==> src/rtl/gp_byte_serializer.sv <==
// -----------------------------------------------------------------------------
// gp_byte_serializer
//
// Purpose:
//   This is the downstream stage of the grasspopper encoder. The encoder
//   pipeline cannot stall, so every 128-bit ciphertext block it flags valid is
//   captured into a small block FIFO. The head block is then loaded into a
//   128-bit shift register and streamed out one byte at a time, most
//   significant byte first. The byte stream uses a valid/ready handshake and
//   feeds the UART/host readout path.
//
//   If a block arrives while the FIFO is full and no pop happens in the same
//   cycle, that block is dropped. A sticky flag then records the loss.
//
// Parameters:
//   FIFO_DEPTH    block FIFO entries (power of two, >= 2)
//   CNT_W         width of fifo_count_o (derived, not overridable)
//
// Ports:
//   clk           system clock, rising edge
//   reset         asynchronous, active-low reset
//   blk_valid_i   blk_data_i carries a ciphertext block this cycle
//   blk_data_i    128-bit ciphertext block
//   byte_o        current output byte (shreg[127:120])
//   byte_valid_o  byte_o is valid
//   byte_ready_i  consumer accepts byte_o when byte_valid_o && byte_ready_i
//   byte_last_o   byte_o is byte 15 of its block
//   fifo_count_o  blocks waiting in the FIFO (block in the shifter excluded)
//   overflow_o    sticky: at least one block was dropped since reset
//   idle_o        FIFO empty and shifter idle
// -----------------------------------------------------------------------------
module gp_byte_serializer #(
  parameter int FIFO_DEPTH = 16,
  localparam int CNT_W = $clog2(FIFO_DEPTH) + 1
) (
  input  logic             clk,
  input  logic             reset,
  input  logic             blk_valid_i,
  input  logic [127:0]     blk_data_i,
  output logic [7:0]       byte_o,
  output logic             byte_valid_o,
  input  logic             byte_ready_i,
  output logic             byte_last_o,
  output logic [CNT_W-1:0] fifo_count_o,
  output logic             overflow_o,
  output logic             idle_o
);

  localparam int AW = $clog2(FIFO_DEPTH);

  typedef enum logic {
    ST_IDLE = 1'b0,
    ST_SEND = 1'b1
  } state_t;

  // ---------------------------------------------------------------------------
  // State
  // ---------------------------------------------------------------------------
  logic [127:0]     mem [FIFO_DEPTH];
  logic [AW-1:0]    wr_ptr_reg;
  logic [AW-1:0]    rd_ptr_reg;
  logic [CNT_W-1:0] count_reg;
  logic             overflow_reg;

  state_t           state_reg;
  logic [127:0]     shreg_reg;
  logic [3:0]       idx_reg;
  logic             byte_valid_reg;
  logic             byte_last_reg;

  // ---------------------------------------------------------------------------
  // Control decode
  // ---------------------------------------------------------------------------
  logic             fifo_empty;
  logic             fifo_full;
  logic             handshake;
  logic             block_done;
  logic             pop;
  logic             push;
  logic             drop;
  logic [CNT_W-1:0] count_next;
  logic [127:0]     head_data;

  always_comb begin
    fifo_empty = (count_reg == '0);
    fifo_full  = (count_reg == CNT_W'(FIFO_DEPTH));
    handshake  = (state_reg == ST_SEND) && byte_ready_i;
    block_done = handshake && (idx_reg == 4'd15);

    // A pop happens when the shifter is idle, or when the last byte of the
    // current block is accepted. The second case reloads the shifter on the
    // same edge, so consecutive blocks leave without a bubble.
    pop = !fifo_empty && ((state_reg == ST_IDLE) || block_done);

    // A pop on the same edge frees the head slot. A full FIFO can therefore
    // still take the incoming block: the write lands in the slot that the
    // read pointer is leaving, because wr_ptr == rd_ptr when the FIFO is full.
    push = blk_valid_i && (!fifo_full || pop);
    drop = blk_valid_i && fifo_full && !pop;

    count_next = count_reg;
    if (push && !pop) begin
      count_next = count_reg + CNT_W'(1);
    end else if (pop && !push) begin
      count_next = count_reg - CNT_W'(1);
    end

    // Asynchronous read of the head entry. The FIFO has no bypass, so a block
    // written at edge N is first visible here after that edge and is popped
    // at edge N+1.
    head_data = mem[rd_ptr_reg];
  end

  // ---------------------------------------------------------------------------
  // FIFO storage (no reset: the contents are qualified by the pointers/count)
  // ---------------------------------------------------------------------------
  always_ff @(posedge clk) begin
    if (push) begin
      mem[wr_ptr_reg] <= blk_data_i;
    end
  end

  // ---------------------------------------------------------------------------
  // FIFO pointers, occupancy and loss flag
  // ---------------------------------------------------------------------------
  always_ff @(posedge clk or negedge reset) begin
    if (!reset) begin
      wr_ptr_reg   <= '0;
      rd_ptr_reg   <= '0;
      count_reg    <= '0;
      overflow_reg <= 1'b0;
    end else begin
      if (push) begin
        wr_ptr_reg <= wr_ptr_reg + AW'(1);  // wraps naturally: depth is 2**AW
      end
      if (pop) begin
        rd_ptr_reg <= rd_ptr_reg + AW'(1);
      end
      count_reg <= count_next;
      if (drop) begin
        overflow_reg <= 1'b1;
      end
    end
  end

  // ---------------------------------------------------------------------------
  // Shifter FSM
  //   ST_IDLE : wait for a block in the FIFO.
  //   ST_SEND : present shreg[127:120]; shift on every accepted byte.
  // byte_valid/byte_last are kept as registers alongside the state. Without a
  // handshake nothing in this block changes, so the presented byte is stable.
  // ---------------------------------------------------------------------------
  always_ff @(posedge clk or negedge reset) begin
    if (!reset) begin
      state_reg      <= ST_IDLE;
      shreg_reg      <= '0;
      idx_reg        <= '0;
      byte_valid_reg <= 1'b0;
      byte_last_reg  <= 1'b0;
    end else begin
      if (pop) begin
        // Covers both the initial load from ST_IDLE and the back-to-back
        // reload on the final byte of the previous block.
        state_reg      <= ST_SEND;
        shreg_reg      <= head_data;
        idx_reg        <= '0;
        byte_valid_reg <= 1'b1;
        byte_last_reg  <= 1'b0;
      end else if (handshake) begin
        if (idx_reg == 4'd15) begin
          state_reg      <= ST_IDLE;
          shreg_reg      <= '0;
          idx_reg        <= '0;
          byte_valid_reg <= 1'b0;
          byte_last_reg  <= 1'b0;
        end else begin
          shreg_reg     <= {shreg_reg[119:0], 8'h00};
          idx_reg       <= idx_reg + 4'd1;
          byte_last_reg <= (idx_reg == 4'd14);
        end
      end
    end
  end

  // ---------------------------------------------------------------------------
  // Outputs (all derived directly from registers)
  // ---------------------------------------------------------------------------
  assign byte_o       = shreg_reg[127:120];
  assign byte_valid_o = byte_valid_reg;
  assign byte_last_o  = byte_last_reg;
  assign fifo_count_o = count_reg;
  assign overflow_o   = overflow_reg;
  assign idle_o       = (count_reg == '0) && (state_reg == ST_IDLE);

endmodule

==> config.mk <==
export PLATFORM = sky130hd
export DESIGN_NAME = gp_byte_serializer
export DESIGN_NICKNAME = d
export VERILOG_FILES = /design/src/rtl/gp_byte_serializer.sv
export SDC_FILE = /design/constraint.sdc
export NUM_CORES = 2
export LEC_CHECK = 0
export ABC_AREA = 0
export BUFFER_PORTS_ARGS = -buffer_cell sky130_fd_sc_hd__buf_2
export CAP_MARGIN = 5
export CORE_ASPECT_RATIO = 1.2
export CORE_UTILIZATION = 45
export DETAILED_ROUTE_END_ITERATION = 10
export SYNTH_ARGS = -nofsm -noshare
export SYNTH_HDL_FRONTEND = slang
export SYNTH_SLANG_ARGS = --single-unit
==> constraint.sdc <==
create_clock -name clk -period 10.2 [get_ports clk]
set_input_delay 2.04 -clock clk [delete_from_list [all_inputs] [get_ports clk]]
set_output_delay 2.04 -clock clk [all_outputs]
set_load 0.02 [all_outputs]
# Word level (Yosys, flattened, before mapping)
# Memories as Yosys holds them, arrays and structs flattened.
# Index checks and enable logic that the tools add are counted.
# W data, S select, Z words.
totals:
  regBits: 148
  ram_bits: 2048
  inputBits: 132
  out_inout_bits: 17
  elab_cells: 54
  mem_count: 1
classes:
  n_addsub: 5
  n_eq_ne: 3
  n_mux: 16
  bitwise_logic: 1
  n_reduce_logical: 20
memory_table:
  columns: ["name", "words", "width", "rd", "rd_clocked_by_memory_dff", "write_ports", "line_no", "rtl"]
  rows:
  - ["mem", 16, 128, 1, 0, 1, "59", "logic [127:0] mem [FIFO_DEPTH];"]
op_table:
  columns: ["op", "n"]
  rows:
  - ["$mux W128", 3]
  - ["$add A4 B1 Y4 const B", 3]
  - ["$mux W4", 3]
  - ["$mux W5", 2]
  - ["$logic_and A1 B1 Y1", 9]
  - ["$eq A4 B4 Y1 const B", 2]
  - ["$mux W1", 8]
  - ["$reduce_bool A2 Y1", 3]
  - ["$add A5 B1 Y5 const B", 1]
  - ["$eq A5 B5 Y1 const B", 1]
  - ["$logic_not A5 Y1", 1]
  - ["$sub A5 B1 Y5 const B", 1]
  - ["$logic_not A1 Y1", 4]
  - ["$logic_or A1 B1 Y1", 2]
  - ["$reduce_and A2 Y1", 1]
  - ["$not A1 Y1", 1]

# Longest topological paths before layout
logic_depth:
  word_depth: 10
  ltp_mapped: 12
  mapped_depth_nobuf: 12

# Worst setup path after synthesis
# Ideal clock, no wire load.
synth_timing:
  path_type: "input-to-reg"
  start: "input port byte_ready_i"
  end: "memory mem[3][0] (enable)"
  setup_time_ps: 771
  t_arrival_ps: 11587
  required_time_ps: 9429
  setup_slack_ps: -2159
  cell_stages: 5
  path_cell_list: "nand4_1 -> and2_1 -> a31oi_2 -> nand2_1 -> nor3_1"
synth_between:
  elab_chain_len: 8
synth_rtl:
  columns: ["item", "line_no", "rtl"]
  rows:
  - ["start, declared", "42", "input logic byte_ready_i,"]
  - ["$logic_and A1 B1 Y1", "87", "handshake = (state_reg == ST_SEND) && byte_ready_i;"]
  - ["$logic_and A1 B1 Y1", "88", "block_done = handshake && (idx_reg == 4'd15);"]
  - ["$logic_or A1 B1 Y1", "93", "pop = !fifo_empty && ((state_reg == ST_IDLE) || block_done);"]
  - ["$logic_and A1 B1 Y1", "93", null]
  - ["$logic_or A1 B1 Y1", "98", "push = blk_valid_i && (!fifo_full || pop);"]
  - ["$logic_and A1 B1 Y1", "98", null]
  - ["named net push", "79", "logic push;"]
  - ["$mux W1", "118", "if (push) begin"]
  - ["$mux W1 (implied by the code)", "119", "mem[wr_ptr_reg] <= blk_data_i;"]
  - ["end, declared", "59", null]
# The timed path passes the listed nets, and every way through them passes these cells.

# Worst setup path after layout
layout_timing:
  start: "input port byte_ready_i"
  end: "memory mem[14][66] (enable)"
# The elaborated chain is that of the path after synthesis.

==> run metrics <==
status=complete, no violations; met3 usage=under 10%; Sink Count=approximately 2200; Initial Utilization=a little under half; initial DRC count=between 3000 and 4000; Synth area leaders=edfxtp_1 74%, mux4_2 14%, dfrtp_1 4.4%, mux2i_1 2.9%, o221ai_1 1.2%; Fin. Hold Viols=0; crit end category=flip-flop; Tmin final=approximately 5.1 ns; GRT met1 Usage=between 20% and 30%; final slew viol count=0; commonest non-fill, non-tap cells in the layout=2048 x edfxtp_1, 512 x mux4_2, 245 x mux2i_1, 214 x clkbuf_16, 147 x buf_2; worst r2r src=idx_reg[0]; Synth area leader=edfxtp_1; routing usage on met2=a little over a third; initial antenna violation count=53; Final Setup Violations=0; max reg flops=a little over 2000; CP Data Arrival Time=5.53 ns; Avg WL per Cell=roughly 30 um; max frequency=0.198 GHz; crit path max-delay cell type=buf_4; pin count of the biggest net entering global routing=110; CTS Buffer Depth=3; flop2flop setup slack=~5.8 ns; Syn Inst Count=3652; Netlist cell types=39; Hold Path Class=reg2reg; worst hold margin=0.475 ns; Crit. path cell count=7; total power per unit cell area=around 250 mW/mm2; Layout Utilization=slightly above 50%; global-route wire length before repair=289 mm; clock slew at reported path FFs=approximately 0.060 ns; Die Height=about 470 um; NumNets Final=around 4000; setup_tns=0 ns; commonest non-fill, non-tap cell in the layout=edfxtp_1; Port Buf Inserts=roughly 150; reg2reg path depth=7; Tot GR Track Use=between 20% and 30%; worst hold path stage count=1; worst skew pair latency=about 0.86 ns; setup bufs post-CTS=0; hold_buf cts=0; Top FF cell, synth=edfxtp_1; r2r endpoint=mem[14][66]; crit start category=input pin; number of global-route vias before repair=between 40000 and 50000; Final period util=approximately 50%; gr busiest metal=met2; fill cell count=~14000; actual slew at the worst max-slew pin=around 1.2 ns; Die Wd=396 um; grt total ovfl=0; Synth Warn #=0; Critical Path Max Stage Delay=slightly below 1 ns; number of synthesized flops with an enable pin=approximately 2000; Leak=roughly 30 nW; Req. time, crit path=~11 ns; DR vias=38600; FFs w/ async S/R, synth=6.74%; Min-Delay Endpoint=overflow_o; Buf+Inv Stages, Crit Path=2; via/cell ratio=between 5 and 6; fin area=between 0.09 and 0.1 mm2; Pwr Total=between 20 and 25 mW; CTS resizes=0; IO Pins=149; Core Region=about 0.18 mm2; top-area cell type share of the netlist area=around 74%; critical path type=in2reg; RSZ-0062 raised after global routing=false; die area=0.188 mm2; hold path start=overflow_o; syn_area_per_cell=22.9 um2; area delta synth->final=12.4%; RePlAce Congestion=roughly 0.75; DR pass1 iterations=6; Cell Area, Synth=0.0836 mm2; post-route ant nets=0; post-route DRC violation count=0; post-synth net total=3796; IR drop worst, VDD=approximately 200 uV; DP Area=just under 0.09 mm2; Post-Route WL=between 150 and 200 mm; share of layout cells above drive strength 1=a little over a quarter; Critical Path Fanout Max=slightly above 60; CTS tree=yes; Num CTS Buffers=around 210; maxcap violations=0; Largest delay share family, worst path=simple AND/OR/NAND/NOR gates; Worst Skew=approximately 0.026 ns; DP Wirelength=~110 mm; worst-path cell chain=buf_2 -> nand4_1 -> and2_1 -> a31oi_2 -> nand2_1 -> nor2_4 -> buf_4; Rel. slew slack=between 20 and 25%; Seq/Total Area, Yosys=between 70 and 80%; synthesized flop and latch total=roughly 2200; # H-tree levels=4; Std-Cell Rows=~170; Root Driver=clkbuf_16
-- layout make-up --
type	count	area (um2)	area share, %
antenna	10	25.0	0.0266
multi-input combinational	1225	17500	18.6
tap	2436	3050	3.24
sequential	2196	65200	69.4
inverter	7	26.3	0.0280
clock buffer	281	5730	6.09
clock inverter	116	955	1.02
timing repair buffer	224	1480	1.58
-- power by group --
group / total, mW / switching, mW / internal, mW
Combinational: 4.74 / 2.64 / 2.09
Clock: 7.58 / 3.33 / 4.25
Sequential: 11.3 / 0.421 / 10.9
-- metal layers --
layer | wire length, um | part of all wire [%] | vias to the layer above
met5 | 322 | 0.16 | -
met1 | 82400 | 42 | 21100
met2 | 97700 | 49 | 1143
met4 | 4260 | 2.2 | 52
li1 | - | - | 16000
met3 | 13000 | 6.6 | 318
-- how the worst max path moves through the flow --
stage                             end  slack, ns         start
after floorplan            mem[15][0]       1.28  byte_ready_i
after global placement    mem[14][66]       4.27  byte_ready_i
after detailed placement  mem[14][66]       4.24  byte_ready_i
after CTS                 mem[14][66]       5.16  byte_ready_i
after global routing      mem[14][66]       4.97  byte_ready_i
final                     mem[14][66]       5.14  byte_ready_i
-- synth_stat cells, drive strengths merged, types with 2 or more instances --
cell type  count
mux2i        245
nor3           5
o221ai       117
buf          127
dfrtp        148
o21a         109
clkbuf        97
inv            7
edfxtp      2048
a21o           3
nand2         23
ha            11
xor2           4
a31oi          2
xnor2          8
mux2          14
and2           2
nand4          5
o21ai         14
nor2          14
a21oi        111
o31ai          3
mux4         512
a222oi        11
nand2b         4
-- stage by stage --
stage | setup slack, ns | std cells
6_report | 5.14 | 6495
3_3_place_gp | 4.27 | 6088
2_1_floorplan | 1.28 | 3652
4_1_cts | 5.16 | 6485
5_1_grt | 4.97 | 6489
3_5_place_dp | 4.24 | 6088
-- cells by family (layout without fill, tap and decap cells) --
family | Yosys count | in the layout | share of synthesized area (%)
flops | 2196 | 2196 | 78.0
other cells | 0 | 10 | 0
xor+xnor | 12 | 12 | 0.126
compound gates | 373 | 373 | 3.22
mux | 771 | 771 | 16.9
fa+ha+maj | 12 | 12 | 0.189
simple gates | 57 | 57 | 0.310
buf+inv | 231 | 628 | 1.27
No activity file was read; power rests on OpenSTA's default activity.
